**src/rtl/pipe_adder_pkg.sv**
```systemverilog
// Shared sizing helper and per-stage control struct for pipe_adder.
package pipe_adder_pkg;

    function automatic int seg_w(input int width, input int stages);
        return width / stages;
    endfunction

    typedef struct packed {
        logic carry;
        logic valid;
    } stage_ctl_t;

endpackage

```
**src/rtl/pipe_adder_seg.sv**
```systemverilog
// One carry segment of pipe_adder: SEG-bit adder with registered partial sum and carry-out.
module pipe_adder_seg #(
    parameter int SEG = 4
) (
    input  logic           clk,
    input  logic           reset,
    input  logic           en_i,
    input  logic [SEG-1:0] a_i,
    input  logic [SEG-1:0] b_i,
    input  logic           c_i,
    output logic [SEG-1:0] s_o,
    output logic           c_o
);
    logic [SEG:0]   sum_d;
    logic [SEG-1:0] s_q;
    logic           c_q;

    assign sum_d = {1'b0, a_i} + {1'b0, b_i} + {{SEG{1'b0}}, c_i};

    always_ff @(posedge clk or posedge reset) begin
        if (reset) begin
            s_q <= '0;
            c_q <= 1'b0;
        end else if (en_i) begin
            s_q <= sum_d[SEG-1:0];
            c_q <= sum_d[SEG];
        end
    end

    assign s_o = s_q;
    assign c_o = c_q;
endmodule

```
**src/rtl/pipe_adder.sv**
```systemverilog
// Pipelined adder/subtractor with valid/ready flow control, one register stage per carry segment.
// Define PIPE_ADDER_OVF_EN to add the registered signed-overflow output ovf.
module pipe_adder
    import pipe_adder_pkg::*;
#(
    parameter int WIDTH  = 8,
    parameter int STAGES = 2
) (
    input  logic             clk,
    input  logic             reset,
    input  logic             in_valid,
    output logic             in_ready,
    input  logic [WIDTH-1:0] a,
    input  logic [WIDTH-1:0] b,
    input  logic             sub,
    input  logic             cin,
    output logic             out_valid,
    input  logic             out_ready,
    output logic [WIDTH:0]   sum
`ifdef PIPE_ADDER_OVF_EN
    ,
    output logic             ovf
`endif
);
    localparam int SEG = seg_w(WIDTH, STAGES);

    if (WIDTH % STAGES != 0) begin : g_bad_cfg
        $error("pipe_adder: WIDTH must be a multiple of STAGES");
    end

    logic             advance;
    logic [WIDTH-1:0] b_eff;
    logic             c0;

    // Whole pipe moves in lockstep; bubbles are kept rather than squeezed out.
    assign advance  = !out_valid || out_ready;
    assign in_ready = advance;
    assign b_eff    = sub ? ~b : b;
    assign c0       = sub ^ cin;

    for (genvar k = 0; k < STAGES; k++) begin : g_stg
        localparam int LO = k * SEG;

        logic [WIDTH-LO-1:0]    op_a, op_b;
        logic                   cin_k, vin_k;
        logic [SEG-1:0]         s;
        logic                   c;
        logic [(k+1)*SEG-1:0]   acc;
        logic                   v_q;
        stage_ctl_t             ctl;

        if (k == 0) begin : g_head
            assign op_a  = a;
            assign op_b  = b_eff;
            assign cin_k = c0;
            assign vin_k = in_valid;
            assign acc   = s;
        end else begin : g_body
            // Finished lower segments ride along so the whole result lines up at the output.
            logic [LO-1:0] lo_q;
            assign op_a  = g_stg[k-1].g_pend.pa_q;
            assign op_b  = g_stg[k-1].g_pend.pb_q;
            assign cin_k = g_stg[k-1].ctl.carry;
            assign vin_k = g_stg[k-1].ctl.valid;
            always_ff @(posedge clk or posedge reset) begin
                if (reset)        lo_q <= '0;
                else if (advance) lo_q <= g_stg[k-1].acc;
            end
            assign acc = {s, lo_q};
        end

        pipe_adder_seg #(.SEG(SEG)) u_seg (
            .clk   (clk),
            .reset (reset),
            .en_i  (advance),
            .a_i   (op_a[SEG-1:0]),
            .b_i   (op_b[SEG-1:0]),
            .c_i   (cin_k),
            .s_o   (s),
            .c_o   (c)
        );

        always_ff @(posedge clk or posedge reset) begin
            if (reset)        v_q <= 1'b0;
            else if (advance) v_q <= vin_k;
        end

        assign ctl = '{carry: c, valid: v_q};

        if (k < STAGES - 1) begin : g_pend
            logic [WIDTH-LO-SEG-1:0] pa_q, pb_q;
            always_ff @(posedge clk or posedge reset) begin
                if (reset) begin
                    pa_q <= '0;
                    pb_q <= '0;
                end else if (advance) begin
                    pa_q <= op_a[WIDTH-LO-1:SEG];
                    pb_q <= op_b[WIDTH-LO-1:SEG];
                end
            end
        end
    end

    assign out_valid = g_stg[STAGES-1].ctl.valid;
    assign sum       = {g_stg[STAGES-1].ctl.carry, g_stg[STAGES-1].acc};

`ifdef PIPE_ADDER_OVF_EN
    // Operand sign bits travel with the top segment; overflow when both agree and the result differs.
    logic am_q, bm_q;
    always_ff @(posedge clk or posedge reset) begin
        if (reset) begin
            am_q <= 1'b0;
            bm_q <= 1'b0;
        end else if (advance) begin
            am_q <= g_stg[STAGES-1].op_a[SEG-1];
            bm_q <= g_stg[STAGES-1].op_b[SEG-1];
        end
    end
    assign ovf = out_valid && (am_q == bm_q) && (sum[WIDTH-1] != am_q);
`endif
endmodule

```
**config.mk**
```make
export PLATFORM = sky130hd
export DESIGN_NAME = pipe_adder
export DESIGN_NICKNAME = d
export VERILOG_FILES = /design/src/rtl/pipe_adder_pkg.sv /design/src/rtl/pipe_adder_seg.sv /design/src/rtl/pipe_adder.sv
export SDC_FILE = /design/constraint.sdc
export NUM_CORES = 1
export LEC_CHECK = 0
export CAP_MARGIN = 25
export CELL_PAD_IN_SITES_DETAIL_PLACEMENT = 1
export CELL_PAD_IN_SITES_GLOBAL_PLACEMENT = 2
export CORE_UTILIZATION = 35
export DETAILED_ROUTE_END_ITERATION = 6
export DONT_BUFFER_PORTS = 1
export HOLD_SLACK_MARGIN = 0.1
export PLACE_DENSITY = 0.77
export SLEW_MARGIN = 25
export SYNTH_ARGS = -nofsm -noshare
export SYNTH_HDL_FRONTEND = slang
export SYNTH_SLANG_ARGS = --single-unit
```
**constraint.sdc**
```tcl
create_clock -name clk -period 3.85 [get_ports clk]
set_clock_uncertainty 0.15 [all_clocks]
set_input_delay 1.155 -clock clk [delete_from_list [all_inputs] [get_ports clk]]
set_output_delay 1.155 -clock clk [all_outputs]
set_load 0.01 [all_outputs]
```
==> results of run 1 <==
==> layout make-up <==
class                      instances  area [sq um]
fill                             409          2100
sequential                        24           601
multi-input combinational         91           592
tap                               46          57.6
clock buffer                       4          36.3
inverter                           5          23.8
timing repair buffer               1          7.51
==> flip-flops by register name, summed over array words and instances, names as in the netlist <==
name	cells
g_stg.u_seg.c_o	2
g_stg.g_pend.pa_q	4
g_stg.v_q	1
out_valid	1
g_stg.g_pend.pb_q	4
g_stg.g_body.lo_q	4
g_stg.u_seg.s_o	8
==> Yosys cell counts, types with 2 or more instances <==
cell      n
buf_6     4
nor2_1    4
xor2_1    9
o21ai_2   2
a21oi_1   4
a21oi_2   3
xnor2_1   4
dfrtp_1  24
fa_1      4
o21ai_0   4
o21ai_1   3
buf_4     3
ha_1      6
nand2_1  41
a21o_1    3
inv_1     4
==> cells by family (layout without fill, tap and decap cells) <==
kind of cell	Yosys count	count (layout)	share of synthesized area, %
buffers and inverters	12	10	7.11
AND/OR/NAND/NOR	49	49	15.7
adder cells (fa/ha/maj)	10	10	12.1
AO/OA/AOI/OAI	19	19	9.45
XOR/XNOR	13	13	8.87
flip-flops	24	24	46.8
==> power by group through the flow <==
stage	Sequential [mW]	Combinational (mW)	Clock, mW
finish	0.383	0.178	0.133
CTS	0.386	0.182	0.139
global route	0.394	0.209	0.151
floorplan	0.376	0.167	0
global placement	0.388	0.172	0
detailed placement	0.392	0.181	0
==> routing by layer <==
layer	vias up	share of wire [%]	GRT usage [%]	wire length, um
li1	390	-	-	-
met1	373	44	16.8	994
met2	21	49	23.2	1120
met3	4	4.7	2.74	107
met4	0	2.2	8.72	49
met5	-	0	0	0
==> worst min-delay path, delay by kind of cell, from the launching register on <==
family | cells | cell delay, ns
and+or+nand+nor | 2 | 0.10
DFF | 1 | 0.36
==> stage by stage <==
stage	utilization, %	power [mW]
CTS	38.6	0.708
global route	38.6	0.755
global placement	37.5	0.560
floorplan	-	0.542
detailed placement	37.5	0.573
finish	38.6	0.694
==> final timing paths <==
path | startpoint | to | slack (ns)
setup / recovery | out_ready | in_ready | 1.13
hold reg to reg | g_stg[0].u_seg.s_o[0] | g_stg[0].u_seg.s_o[0] | 0.33
max in group asynchronous | reset | g_stg[0].g_pend.pb_q[2] | 2.53
hold / removal | g_stg[0].u_seg.s_o[0] | g_stg[0].u_seg.s_o[0] | 0.33
setup reg to reg | g_stg[0].u_seg.c_o | g_stg[1].u_seg.c_o | 2.12
min in group asynchronous | reset | g_stg[1].u_seg.s_o[3] | 0.62
==> metrics.cfg, run 1 <==
[run_status]
outcome=completed

[logic_synthesis]
yosys.area.top_type=dfrtp_1
yosysWarningCount=0
ys_seq_area_share_pct=46.8
async_flop_share_pct=100
synth_edf_count=0
synth-seq-cells=24
synth_top_area_share_pct=46.8
synth_area_leaders=dfrtp_1, nand2_1, fa_1, xor2_1, ha_1
yosysUniqueCellTypes=21
synth_ff_type=dfrtp_1
avgSynthCellArea_sq_um=10.1
syn-instance-count=127
synth.net_count=159
syn_area_sq_mm=0.00128

[cts]
clock_latency_ns=0.32
clkTransAtPathRegs_ns=0.12
cts_setup_buffers=0
htree_levels=1
tritoncts=built
cts_made_buffers=3
numClockSinks=24
holdBufCountCts=0
ctsResizeCount=0
clock_path_buffers=2
clockRootBuffer=clkbuf_4

[placement]
gp_congestion=0.687
dp_hpwl_um=1720
placed_area_sq_mm=0.00128
pre_cts_ws_ns=0.961
port_buffers=0
place_inst=167

[sta]
drv_slew=0
rsz0062_at_grt=no
slew-limit-headroom_pct=42.9
setup_violations=0
final.setup.worst_slack_ns=1.13
fin_crit_sh_pct=70.7
timing.fmax_mhz=367
hold_viol=0
hold_slack_ns=0.334
worst_slew_pin_slew_ns=0.852
tns_ns=0
period_minus_slack_ns=2.72

[route]
route.detailed.drc=0
vias=788
via_per_inst=4.61
firstDrtPassIters=4
ant_nets=0
wl_um=2270
drtIter0Drc=17
wl_per_cell_um=13.3

[layout]
stdcell_count=171
layout_common_cells=nand2_1, dfrtp_1, xor2_1, ha_1
drive_above_1_share_pct=10.4
final_area_sq_mm=0.00132
num-nets-final=158
area_growth_pct=2.63
antenna_cells=0
final_common_cell=nand2_1

[min_path]
min_path_cells=2
hp-class=reg2reg

[floorplanning]
die_h_um=62.6
die_area_sq_mm=0.00391
placeableCoreArea_sq_mm=0.00342
num_rows=21
start_util_pct=37.6
die_x_um=62.6
ioPinCount=33

[setup_path]
critPathSlowestCell=nor2b_4
critical_path_class=in2out
arrival_ns=1.42
crit_cells=2
crit_required_ns=2.54
max_stage_delay_ns=0.14
cp_num_buf_inv=1
start_kind=input port
critPathCaptureType=output port
crit_family=simple AND/OR/NAND/NOR gates
r2r_cells=6
crit_chain=nor2b_4 -> inv_6
critPathMaxFanout=24

[global_routing]
overflow=0
grt_max_degree=25
grt_pass1_vias=902
grt_pass1_wl_um=4200
gr-usage-all-layers_pct=14.1
antenna_found_initial=0

[power]
clock_power_share_pct=19.2
intPower_uw=457
vdd_drop_max_mv=0.114
power_frac_comb_pct=25.6
power_density_mw_per_mm2=527
sw_frac_of_total_pct=34.2
leakage_nw=0.635
seqPwrFrac_pct=55.2
power.switching_uw=237

[job]
drv_cap=0

Power figures use the tool's default switching activity.
==> run 2, diff against run 1 <==
- clock period: 3.85 -> 2.8 ns (I/O delays scaled with it)
==> run 2 against run 1 <==
Effect of this change: sequential cell count unchanged; combinational power increased by 37%; largest power group unchanged; utilization increased by 0.70 points; critical path type is now in2reg; worst setup slack got worse by 0.55 ns; sequential power increased by 38%; register-to-register slack got worse by 1.1 ns.
==> metrics.cfg, run 2 (synthesis results as in run 1) <==
[global_routing]
grt_pass1_wl_um=4080  ; -2.8%
gr-usage-all-layers_pct=13.6  ; -0.45 points
grt_pass1_vias=884  ; -2.0%
antenna_found_initial=0  ; unchanged
grt_max_degree=25  ; unchanged
overflow=0  ; unchanged

[layout]
drive_above_1_share_pct=11.1  ; +0.71 points
layout_common_cells=nand2_1, dfrtp_1, xor2_1, ha_1
area_growth_pct=4.48
antenna_cells=0  ; unchanged
largest_reg_flops=8  ; unchanged
final_common_cell=nand2_1
num-nets-final=159  ; +0.63%
fillers=399  ; -2.4%

[run_status]
outcome=completed

[cts]
htree_levels=1  ; unchanged
tritoncts=built
ctsResizeCount=0  ; unchanged
clkTransAtPathRegs_ns=0.14  ; +0.02 ns
clock_path_buffers=2  ; unchanged
cts_setup_buffers=0  ; unchanged
numClockSinks=24  ; unchanged
clock_latency_ns=0.33  ; about the same
clockRootBuffer=clkbuf_4
cts_made_buffers=3  ; unchanged
holdBufCountCts=0  ; unchanged

[sta]
timing.fmax_mhz=449
setup_violations=0  ; unchanged
drv_slew=0  ; unchanged
final.setup.worst_slack_ns=0.573  ; -0.553 ns
fin_crit_sh_pct=79.5
worst_slew_pin_slew_ns=0.318  ; -0.534 ns
slew-limit-headroom_pct=78.8  ; +36 points
period_minus_slack_ns=2.23
tns_ns=0  ; unchanged
hold_slack_ns=0.275  ; -0.0585 ns
rsz0062_at_grt=no
hold_viol=0  ; unchanged

[setup_path]
start_kind=input port
r2r-start=g_stg[0].u_seg.c_o
critical_path_class=in2reg
rrSetupSlack_ns=1.04  ; -1.08 ns
critPathCaptureType=flop
cp_num_buf_inv=0  ; -1
crit_chain=xor2_1 -> fa_1 -> fa_1 -> a21o_1 -> a21oi_1 -> a21oi_2
critPathSlowestCell=fa_1
max_stage_delay_ns=0.44  ; +0.30 ns
arrival_ns=2.30  ; +0.88 ns
crit_required_ns=2.88  ; +0.34 ns
worstReg2RegEnd=g_stg[1].u_seg.s_o[3]
crit_family=adder cells
critPathMaxFanout=9  ; -63%
r2r_cells=5  ; -1
worst_path_most_repeated_cell=fa_1

[route]
wl_um=2410  ; +6.1%
via_per_inst=4.70  ; +2.1%
route.detailed.drc=0  ; unchanged
vias=809  ; +2.7%
ant_nets=0  ; unchanged
drtIter0Drc=12  ; -5
firstDrtPassIters=4  ; unchanged
wl_per_cell_um=14.0  ; +5.5%

[floorplanning]
start_util_pct=37.6  ; unchanged
ioPinCount=33  ; unchanged
die_area_sq_mm=0.00391  ; unchanged
num_rows=21  ; unchanged
die_x_um=62.6  ; unchanged
die_h_um=62.6  ; unchanged
placeableCoreArea_sq_mm=0.00342  ; unchanged

[placement]
port_buffers=0  ; unchanged
gp_congestion=0.718  ; +4.5%
dp_hpwl_um=1800  ; +5.1%
pre_cts_ws_ns=0.204  ; -0.757 ns

[min_path]
hp-class=in2async

[power]
power_density_mw_per_mm2=767  ; +46%
leakage_nw=0.650  ; +2.4%
vdd_drop_max_mv=0.208  ; +83%

[job]
drv_cap=0  ; unchanged

==> run 2: cell types whose count changed in the layout (fill, tap and decap cells not counted) <==
cell	previous run	this run
bufinv_16	0	1
inv_1	3	4
buf_4	1	2
clkbuf_8	1	0
clkinv_1	1	0
==> run 2: worst max path at each step <==
stage	startpoint	endpoint	slack (ns)	depth (start not counted)
CTS	sub	g_stg[0].u_seg.c_o	0.58	6
global route	sub	g_stg[0].u_seg.c_o	0.53	6
global placement	sub	g_stg[0].u_seg.c_o	0.26	6
floorplan	sub	g_stg[0].u_seg.c_o	0.12	7
finish	sub	g_stg[0].u_seg.c_o	0.57	6
detailed placement	sub	g_stg[0].u_seg.c_o	0.20	6
==> run 2: cell type report <==
type | instances | area (sq um) | share of cell area, %
Clock buffer | 3 | 22.5 | 1.68
Clock inverter | 1 | 30.0 | 2.24
Inverter | 5 | 23.8 | 1.77
Multi-Input combinational cell | 91 | 592 | 44.1
Sequential cell | 24 | 601 | 44.8
Tap cell | 46 | 57.6 | 4.29
Timing Repair Buffer | 2 | 15.0 | 1.12
==> run 2: metrics by stage <==
stage	instance area [sq um]	cells	total power, mW	utilization (%)
after floorplan	1280	127	0.746	-
after global placement	1290	168	0.772	37.7
after detailed placement	1290	168	0.791	37.7
after CTS	1340	172	1.05	39.3
after global routing	1340	172	1.11	39.3
final	1340	172	1.03	39.3
==> run 2: power breakdown <==
group | switching (mW) | leakage, nW | total (mW) | internal, mW
combinational | 0.135 | 0.336 | 0.244 | 0.109
sequential | 0.0875 | 0.286 | 0.527 | 0.440
clock | 0.113 | 0.0279 | 0.258 | 0.145
total | 0.335 | 0.650 | 1.03 | 0.693
==> run 2: per-layer routing <==
layer | wire length (um) | GRT usage, % | share of wire, %
met1 | 1050 | 17.0 | 44
met2 | 1200 | 21.7 | 50
met3 | 116 | 2.74 | 4.8
met4 | 37 | 7.85 | 1.5
met5 | 0 | 0 | 0
==> run 2: worst reg2reg max path, stage by stage (launching register included) <==
cell and delay, ns:
dfrtp_1 0.44, fa_1 0.46, a21o_1 0.19, a21oi_1 0.19
xor2_1 0.17, o21ai_1 0.07
==> run 3, diff against run 2 <==
- clock period: 2.8 -> 2.3 ns (I/O delays scaled with it)
==> run 3 against run 2 <==
Effect of this change: register-to-register slack got worse by 0.52 ns; final area grew 1.2%; total power is 22% higher; via count decreased by 1.6%; sequential share of layout area down 0.54 points; highest routed layer unchanged; worst setup slack got worse by 0.23 ns; clock-buffer cell count unchanged; die area did not move; clock power is 18% higher; largest cell class is now multi-input gates; sequential power is 22% higher; utilization increased by 0.48 points.
==> metrics.cfg, run 3 (synthesis results as in run 1) <==
[run_status]
outcome=completed

[route]
ant_nets=0  ; unchanged
via_per_inst=4.63  ; -1.6%
firstDrtPassIters=3  ; -1
vias=796  ; -1.6%
wl_um=2360  ; -2.0%
drtIter0Drc=28  ; +16
wl_per_cell_um=13.7  ; -2.0%
route.detailed.drc=0  ; unchanged

[layout]
fillers=405  ; +1.5%
final_area_sq_mm=0.00136  ; +1.2%
area_growth_pct=5.75
largest_reg_flops=8  ; unchanged
layout_common_cells=nand2_1, dfrtp_1, xor2_1, ha_1
stdcell_count=172  ; unchanged
drive_above_1_share_pct=14.3  ; +3.2 points
antenna_cells=0  ; unchanged
utilization_pct=39.7  ; +0.48 points
num-nets-final=159  ; unchanged
final_common_cell=nand2_1

[job]
drv_cap=0  ; unchanged

[global_routing]
grt_max_degree=25  ; unchanged
gr-usage-all-layers_pct=13.9  ; +0.27 points
antenna_found_initial=0  ; unchanged
busiest_layer=met2
met3_usage_pct=3.28  ; +0.55 points
grt_pass1_wl_um=4200  ; +2.7%
met2_usage_pct=20.9  ; -0.82 points
overflow=0  ; unchanged
grt_pass1_vias=908  ; +2.7%
use_met1_pct=18.0  ; +0.96 points

[power]
power.switching_uw=407  ; +21%
sw_frac_of_total_pct=32.4  ; -0.17 points
clock_power_share_pct=24.3  ; -0.7 points
power_density_mw_per_mm2=924  ; +20%
seqPwrFrac_pct=51.2  ; about the same
intPower_uw=848  ; +22%
power_frac_comb_pct=24.5  ; +0.8 points
vdd_drop_max_mv=0.269  ; +29%
leakage_nw=0.650  ; about the same

[sta]
period_minus_slack_ns=1.96
tns_ns=0  ; unchanged
final.setup.worst_slack_ns=0.343  ; -0.230 ns
hold_viol=0  ; unchanged
setup_violations=0  ; unchanged
drv_slew=0  ; unchanged
slew-limit-headroom_pct=79.2  ; +0.43 points
timing.fmax_mhz=511
fin_crit_sh_pct=85.1
worst_slew_pin_slew_ns=0.311  ; -0.00649 ns
rsz0062_at_grt=no

[floorplanning]
die_x_um=62.6  ; unchanged
placeableCoreArea_sq_mm=0.00342  ; unchanged
start_util_pct=37.6  ; unchanged
die_area_sq_mm=0.00391  ; unchanged
die_h_um=62.6  ; unchanged
num_rows=21  ; unchanged
ioPinCount=33  ; unchanged

[min_path]
hp-class=in2async

[cts]
htree_levels=1  ; unchanged
cts_setup_buffers=0  ; unchanged
numClockSinks=24  ; unchanged
clockRootBuffer=clkbuf_4
clkTransAtPathRegs_ns=0.14  ; about the same
tritoncts=built
clock_path_buffers=2  ; unchanged
cts_made_buffers=3  ; unchanged
ctsResizeCount=0  ; unchanged
clock_latency_ns=0.32  ; about the same
holdBufCountCts=0  ; unchanged

[setup_path]
r2r_cells=6  ; +1
arrival_ns=2.03  ; -0.27 ns
critPathMaxFanout=2  ; -7
critPathCaptureType=flop
crit_required_ns=2.37  ; -0.51 ns
start_kind=input port
critical_path_class=in2reg

[placement]
gp_congestion=0.732  ; +2.0%
placed_area_sq_mm=0.00131  ; +1.3%
place_inst=168  ; unchanged
dp_hpwl_um=1760  ; -2.4%
pre_cts_ws_ns=-0.0219  ; -0.226 ns
port_buffers=0  ; unchanged

[run 3: cell types whose count changed in the layout (fill, tap and decap cells not counted)]
cell     before  now
fa_1          4    2
xor2_1        9    8
xor2_2        0    1
a21oi_2       3    4
a21oi_1       4    3
fa_2          0    2
[run 3: cell type report]
| cell class | count | area [sq um] | area share (%) |
|---|---|---|---|
| clock buffers | 3 | 22.5 | 1.66 |
| clock inverters | 1 | 30.0 | 2.21 |
| inverters | 5 | 23.8 | 1.75 |
| multi-input cells | 91 | 608 | 44.8 |
| flip-flops and latches | 24 | 601 | 44.2 |
| well taps | 46 | 57.6 | 4.24 |
| repair buffers | 2 | 15.0 | 1.11 |
[run 3: critical path, stage by stage]
cell,delay [ns]
xor2_2,0.16
fa_2,0.41
fa_2,0.41
a21o_1,0.17
a21oi_2,0.12
a21oi_2,0.06
[run 3: stage by stage]
stage	power, mW	hold WS (ns)
final	1.25	0.130
after CTS	1.28	0.131
after global routing	1.35	0.137
after detailed placement	0.967	0.303
after global placement	0.946	0.291
after floorplan	0.916	0.280
[run 3: worst paths after layout]
path | startpoint | to | slack, ns
min in group clk | a[4] | g_stg[0].g_pend.pa_q[0] | 0.32
min reg2reg | g_stg[0].v_q | g_stg[0].v_q | 0.33
max | b[0] | g_stg[0].u_seg.c_o | 0.34
max reg2reg | g_stg[0].u_seg.c_o | g_stg[1].u_seg.c_o | 0.52
min | reset | g_stg[1].g_body.lo_q[1] | 0.13
max in group asynchronous | reset | g_stg[1].u_seg.s_o[2] | 1.62
[run 3: metal layers]
layer | vias to the layer above | part of all wire, %
li1 | 393 | -
met2 | 22 | 48
met4 | 0 | 1.8
met5 | - | 0
met1 | 377 | 46
met3 | 4 | 4.8
[run 3: power groups by stage]
stage               clock (mW)  combinational, mW  sequential (mW)
global route             0.334              0.358            0.662
detailed placement           0              0.310            0.656
floorplan                    0              0.287            0.629
global placement             0              0.297            0.649
finish                   0.305              0.307            0.642
CTS                      0.317              0.314            0.647
